===== src/rtl/sram_1r1w_param.sv =====
// ============================================================================
// sram_1r1w_param : parametrised 1R1W synchronous RAM with clear-on-reset sweep
// Optional stored even parity per entry under `define SRAM_PARITY_EN
// Revision: 1.0
// ============================================================================
`default_nettype none

module sram_1r1w_param #(
  parameter int    DATA_WIDTH        = 32,
  parameter int    SIZE              = 64,
  parameter int    ADDR_WIDTH        = (SIZE > 1) ? $clog2(SIZE) : 1,
  parameter string READ_DURING_WRITE = "NEW_DATA",
  parameter int    CLEAR_ON_RESET    = 1
) (
  input  logic                  clk,
  input  logic                  rst_n,
  input  logic                  read_en,
  input  logic [ADDR_WIDTH-1:0] read_addr,
  output logic [DATA_WIDTH-1:0] read_data,
  input  logic                  write_en,
  input  logic [ADDR_WIDTH-1:0] write_addr,
  input  logic [DATA_WIDTH-1:0] write_data,
  output logic                  init_busy
`ifdef SRAM_PARITY_EN
  ,
  output logic                  parity_err
`endif
);

`ifdef SRAM_PARITY_EN
  localparam int c_MEM_W = DATA_WIDTH + 1;
`else
  localparam int c_MEM_W = DATA_WIDTH;
`endif
  localparam bit                  c_NEW_DATA = (READ_DURING_WRITE == "NEW_DATA");
  localparam logic [ADDR_WIDTH:0] c_SIZE     = (ADDR_WIDTH + 1)'(SIZE);
  localparam logic [ADDR_WIDTH-1:0] c_LAST   = ADDR_WIDTH'(SIZE - 1);

  typedef enum logic [0:0] {
    ST_INIT = 1'b0,
    ST_RUN  = 1'b1
  } state_t;

  state_t                r_state;
  state_t                w_state_next;
  logic [ADDR_WIDTH-1:0] r_cnt;
  logic [ADDR_WIDTH-1:0] w_cnt_next;

  logic [c_MEM_W-1:0]    r_mem [0:SIZE-1];

  logic                  w_rd_ok;
  logic                  w_wr_ok;
  logic                  w_user_we;
  logic                  w_user_re;
  logic                  w_fwd;
  logic [c_MEM_W-1:0]    w_wr_word;
  logic [c_MEM_W-1:0]    w_rd_word;

  // Range checks only matter for non-power-of-2 SIZE; they fold away otherwise.
  assign w_rd_ok   = ({1'b0, read_addr}  < c_SIZE);
  assign w_wr_ok   = ({1'b0, write_addr} < c_SIZE);
  assign w_user_we = (r_state == ST_RUN) && write_en && w_wr_ok;
  assign w_user_re = (r_state == ST_RUN) && read_en;
  assign w_fwd     = c_NEW_DATA && w_user_we && (write_addr == read_addr);
  assign w_rd_word = w_rd_ok ? r_mem[read_addr] : '0;

`ifdef SRAM_PARITY_EN
  assign w_wr_word = {^write_data, write_data};
`else
  assign w_wr_word = write_data;
`endif

  always_comb begin
    w_state_next = r_state;
    w_cnt_next   = r_cnt;
    if (r_state == ST_INIT) begin
      w_cnt_next = r_cnt + 1'b1;
      if (r_cnt == c_LAST) begin
        w_state_next = ST_RUN;
        w_cnt_next   = '0;
      end
    end
  end

  always_ff @(posedge clk) begin
    if (!rst_n) begin
      r_state   <= (CLEAR_ON_RESET != 0) ? ST_INIT : ST_RUN;
      r_cnt     <= '0;
      init_busy <= (CLEAR_ON_RESET != 0);
    end else begin
      r_state   <= w_state_next;
      r_cnt     <= w_cnt_next;
      init_busy <= (w_state_next == ST_INIT);
    end
  end

  // Storage has no reset so it can map onto a RAM macro.
  always_ff @(posedge clk) begin
    if (rst_n) begin
      if (r_state == ST_INIT) begin
        r_mem[r_cnt] <= '0;
      end else if (w_user_we) begin
        r_mem[write_addr] <= w_wr_word;
      end
    end
  end

  always_ff @(posedge clk) begin
    if (!rst_n) begin
      read_data <= '0;
    end else if (w_user_re) begin
      if (!w_rd_ok) begin
        read_data <= '0;
      end else if (w_fwd) begin
        read_data <= write_data;
      end else begin
        read_data <= w_rd_word[DATA_WIDTH-1:0];
      end
    end
  end

`ifdef SRAM_PARITY_EN
  always_ff @(posedge clk) begin
    if (!rst_n) begin
      parity_err <= 1'b0;
    end else if (w_user_re) begin
      parity_err <= w_rd_ok && !w_fwd && (^w_rd_word);
    end
  end
`endif

endmodule

`default_nettype wire


===== config.mk =====
export PLATFORM = sky130hd
export DESIGN_NAME = sram_1r1w_param
export DESIGN_NICKNAME = d
export VERILOG_FILES = /design/src/rtl/sram_1r1w_param.sv
export SDC_FILE = /design/constraint.sdc
export NUM_CORES = 2
export LEC_CHECK = 0
export CAP_MARGIN = 10
export CORE_ASPECT_RATIO = 0.7
export CORE_MARGIN = 1.5
export CORE_UTILIZATION = 49
export CTS_BUF_LIST = sky130_fd_sc_hd__clkbuf_16
export DETAILED_ROUTE_END_ITERATION = 10
export PLACE_DENSITY = 0.67
export SLEW_MARGIN = 20
export SYNTH_ARGS = -nofsm -noshare
export SYNTH_HDL_FRONTEND = slang
export SYNTH_SLANG_ARGS = --single-unit
export TNS_END_PERCENT = 10

===== constraint.sdc =====
create_clock -name clk -period 5.99 [get_ports clk]
set_clock_uncertainty 0.1 [all_clocks]
set_input_delay 1.198 -clock clk [delete_from_list [all_inputs] [get_ports clk]]
set_output_delay 1.198 -clock clk [all_outputs]
set_load 0.1 [all_outputs]

* Word level (Yosys, flattened, before mapping) *
Memory sizes are Yosys's and may differ from the RTL's. A register that Yosys moved wholly into a read port is not among the register bits.
Cells that the tools add are included.

word-level totals
  bits in registers = 8
  memory bits (writable) = 2048
  input port bits = 48
  output and inout port bits = 33
  word-level logic and storage cells = 24
  memories = 1

memory list
  memory  words  bits a word  rd ports  clocked after Yosys merged registers in  write ports  line  RTL
  r_mem   64     32           1         1                                        1            49    logic [c_MEM_W-1:0] r_mem [0:SIZE-1];

operators by class
  add/subtract/negate cells = 1
  equality and inequality tests = 1
  multiplexer cells = 13
  bitwise logic cells = 1
  reductions and logical operators = 4

operators with widths
  cell                                          number
  2-to-1 mux 32 bit                             1
  OR reduction 32 bit                           1
  2-to-1 mux 6 bit                              2
  2-to-1 mux 1 bit                              10
  adder 6 x 1 -> 6 bit (second input constant)  1
  equality test 6 bit (second input constant)   1
  logical AND 1 bit                             2
  logical NOT 1 bit                             1
  NOT 1 bit                                     1

* Depth between registers and ports, before layout *
  depth after elaboration = 7
  depth in mapped cells = 11
  mapped depth without buffers = 6

* Worst setup path before layout *
No wires, ideal clock.

  path type = input -> register
  start = in rst_n
  end = mem r_mem[12][0] in the netlist's numbering, enable pin
  library setup time = 0.421 ns
  data arrival time = 3.905 ns
  required time = 5.469 ns
  slack = 1.564 ns
  stages on the path = 9
  buffers on the path = 4
  path through = buf_2 > and3_1 > buf_2 > buf_2 > buf_1 > nand3_1 > o31ai_1 > nand2_1 > nor2_1

on the way
  cells in the longest elaborated chain, start to end = 4
  elaborated cells on any way between the ends = 7
  classes of those cells = mux (6); reduce/logical (1)

RTL lines
  element                                                                line  RTL
  from (decl)                                                            16    input logic rst_n,
  2-to-1 mux 1 bit                                                       99    if (rst_n) begin
  2-to-1 mux 1 bit (not written as such)                                 103   r_mem[write_addr] <= w_wr_word;
  OR reduction 32 bit (no line)                                          n/a
  2-to-1 mux 6 bit (no line) / 2-to-1 mux 1 bit (equally long branches)  n/a
  to (decl)                                                              49

Parallel ways exist; a longest one is shown, timed or not.

* Final worst setup path *
  start = in write_en
  end = mem r_mem[44][29] in the netlist's numbering, enable pin

on the way
  cells in the longest elaborated chain, start to end = 7
  elaborated cells on any way between the ends = 8
  classes of those cells = mux (6); reduce/logical (2)

RTL lines
  element                                                                line  RTL
  from (decl)                                                            20    input logic write_en,
  logical AND 1 bit (*)                                                  62    assign w_user_we = (r_state == ST_RUN) && write_en && w_wr_ok;
  2-to-1 mux 1 bit (*)                                                   102   end else if (w_user_we) begin
  2-to-1 mux 1 bit (*)                                                   100   if (r_state == ST_INIT) begin
  2-to-1 mux 1 bit (*)                                                   99
  2-to-1 mux 1 bit (not written as such) (*)                             103
  OR reduction 32 bit (no line)                                          n/a
  2-to-1 mux 6 bit (no line) / 2-to-1 mux 1 bit (equally long branches)  n/a

Mark *: on every way between the ends. The rest lies on a longest branch, timed or not.

==> flow_summary_export.csv <==
group,metric,value,unit
worst_setup_path,cp-start-kind,"input port",
final_layout,final_cell_mix,"edfxtp_1 (2048), mux4_2 (508), clkbuf_16 (186)",
power,swShare,20.4,%
worst_setup_path,crit_fanout,32,
clocking,cts_buffers,181,
worst_setup_path,critPathKind,"in2reg",
logic_synthesis,ys_ff_latch,2088,
clocking,path_clk_slew,60,ps
final_layout,final_common_cell,"edfxtp_1",
placed_design,hpwlAfterDp,121000,µm
final_layout,layout-drive-gt1-share,27.1,%
logic_synthesis,synthFlopType,"edfxtp_1",
die,initial_core_util,49.4,%
timing,finalCriticalPeriod,4060,ps
grt,grt_pass1_wl,295000,µm
timing,whs,404,ps
final_layout,syn_to_final_growth,13.3,%
clocking,clock_path_buffers,3,
clocking,cts.sinks,2088,
placed_design,gp_congestion,0.895,
die,die_y,340,µm
power,leakagePower,28.1,nW
drt,ant_nets,0,
logic_synthesis,syn-instance-count,3520,
timing,rsz0062_at_grt,"no",
power,p_clk_share,40.2,%
grt,antenna_found_initial,12,
worst_setup_path,cp.required,6290,ps
power,power_frac_seq,56.4,%
status,status,"finished, final reports clean",
drt,first_iter_violations,6102,
timing,report.final.slew_viol_count,0,
clocking,cts_setup_buffers,0,
grt,grt_pass1_vias,38400,
timing,setup_tns,0,ps
run,maxCapViolations,0,
clocking,holdBufCountCts,0,
drt,drc,0,
power,p_int,22.4,mW
die,rows,123,
die,die_w,484,µm
drt,dr.pass1.iters,8,
clocking,cts_tree,"yes",
die,coreArea,161000,µm²
timing,max_freq,0.246,GHz
power,share_comb_of_total_power,3.4,%
timing,hold_violations,0,
grt,grt_max_degree,66,
logic_synthesis,netlist_area,79500,µm²
clocking,cts_max_level,4,
timing,tightest_slew,1160,ps
logic_synthesis,synth.top_cell.area_share,77.3,%
die,die_area,165000,µm²
grt,grt-ovfl-total,0,
drt,post_drt_wl_per_cell,34.4,µm
logic_synthesis,yosysWarningCount,0,
grt,track_usage,25.4,%
logic_synthesis,synth_edf_count,2048,
drt,vias_per_cell,6.53,
logic_synthesis,synth_area_leaders,"edfxtp_1 (77%), mux4_2 (14%), a221oi_1 (1.3%), a22o_1 (1.2%), dfxtp_1 (1.0%)",
power,switching_power,5.75,mW
final_layout,final_nets,3829,
timing,maxSlewHeadroom,22.9,%
worst_hold_path,hp-class,"reg2reg",
worst_setup_path,arrival,4370,ps
clocking,cts_root_buf,"clkbuf_16",
logic_synthesis,avgSynthCellArea,22.6,µm²
power,powerDensity,312,nW/µm²
die,io_pins,81,
drt,vias,39600,
drt,routed_wirelength,208000,µm
logic_synthesis,synth_top_cell_by_area,"edfxtp_1",
worst_setup_path,crit_path_end_kind,"register",
logic_synthesis,ys_types,52,
logic_synthesis,async_flop_share,0,%
timing,period_share,67.9,%
clocking,cts-resized-gates,0,
clocking,clk_latency,810,ps
logic_synthesis,synth_seq_area_share,78.4,%
logic_synthesis,synth_nets,3569,
timing,setup_viol,0,
placed_design,portBuffers,80,
power,peakVddDrop,0.282,mV
-- worst max-delay path, cell delays in order --
cell	delay (ps)
clkdlybuf4s50_1	560
and3_2	560
nand3_1	170
o31ai_1	120
nand2_1	630
nor2_4	1090
-- layout make-up --
cell class | instances | area (µm²)
antenna | 4 | 10.0
multi-input combinational | 1211 | 16700
tap | 2125 | 2660
sequential | 2088 | 62300
timing repair buffer | 291 | 2730
clock inverter | 144 | 1000
clock buffer | 186 | 4650
fill | 11600 | 70700
inverter | 7 | 26.3
-- cell usage after synthesis, types with 3 or more instances --
library cell	number
buf_4	19
buf_1	22
nand2_1	40
buf_6	9
nor2_1	73
nor2b_1	8
a21oi_1	57
dfxtp_1	40
inv_1	7
mux2i_1	33
and3_1	3
a32oi_1	3
nor3_1	3
o31ai_1	7
mux2_2	3
edfxtp_1	2048
a22o_1	112
mux4_2	508
nand3_1	16
o21ai_0	73
xnor2_1	4
nand2b_1	10
o211ai_1	3
a221oi_1	114
a31oi_1	6
o22ai_1	61
and2_1	38
o21a_1	4
buf_2	54
clkbuf_1	110
-- through the flow --
step / cells / util (%) / area [µm²] / power (mW) / setup WS, ps
2_1_floorplan: 3520 / - / 79500 / 16.7 / 1560
3_3_place_gp: 5717 / 52.4 / 84300 / 17.1 / 1250
3_5_place_dp: 5718 / 52.4 / 84300 / 17.1 / 1140
4_1_cts: 6048 / 56.0 / 90000 / 28.2 / 1990
5_1_grt: 6055 / 56.0 / 90100 / 28.8 / 1770
6_report: 6056 / 56.0 / 90100 / 28.1 / 1930
-- final timing paths --
| kind | cells past startpoint | slack (ps) | from | endpoint |
|---|---|---|---|---|
| max | 6 | 1930 | write_en | r_mem[44][29] |
| min | 2 | 400 | read_data[14] | read_data[14] |
| max reg2reg | 5 | 2140 | r_state | r_mem[44][29] |
| min reg2reg | 2 | 400 | read_data[14] | read_data[14] |
-- flip-flops by register name, summed over array words and instances, names as in the netlist --
name	flops
init_busy	1
r_cnt	6
r_mem	2048
r_state	1
read_data	32
-- cells by family after synthesis --
group	Yosys count	share of synthesized area, %
AOI/OAI and AO/OA	456	4.17
DFF	2088	78.4
adders and majority gates	1	0.0157
and+or+nand+nor	204	1.23
muxes	545	14.9
xor gates and xnor gates	5	0.0551
buffers and inverters	221	1.30
-- power groups by stage --
stage / clock, mW / combinational, mW / sequential (mW)
2_1_floorplan: 0 / 0.562 / 16.2
3_3_place_gp: 0 / 0.940 / 16.2
3_5_place_dp: 0 / 0.944 / 16.2
4_1_cts: 11.4 / 0.947 / 15.8
5_1_grt: 12.0 / 0.991 / 15.8
6_report: 11.3 / 0.951 / 15.9
-- metal layers --
layer  up-vias  part of all wire (%)  GRT usage (%)
met5         -                     0              0
met4         0                   3.2           8.70
met3       298                    11           5.47
met2      2432                    45           36.9
met1     21100                    41           38.5
li1      15700                     -              -
Power figures use the tool's default switching activity.
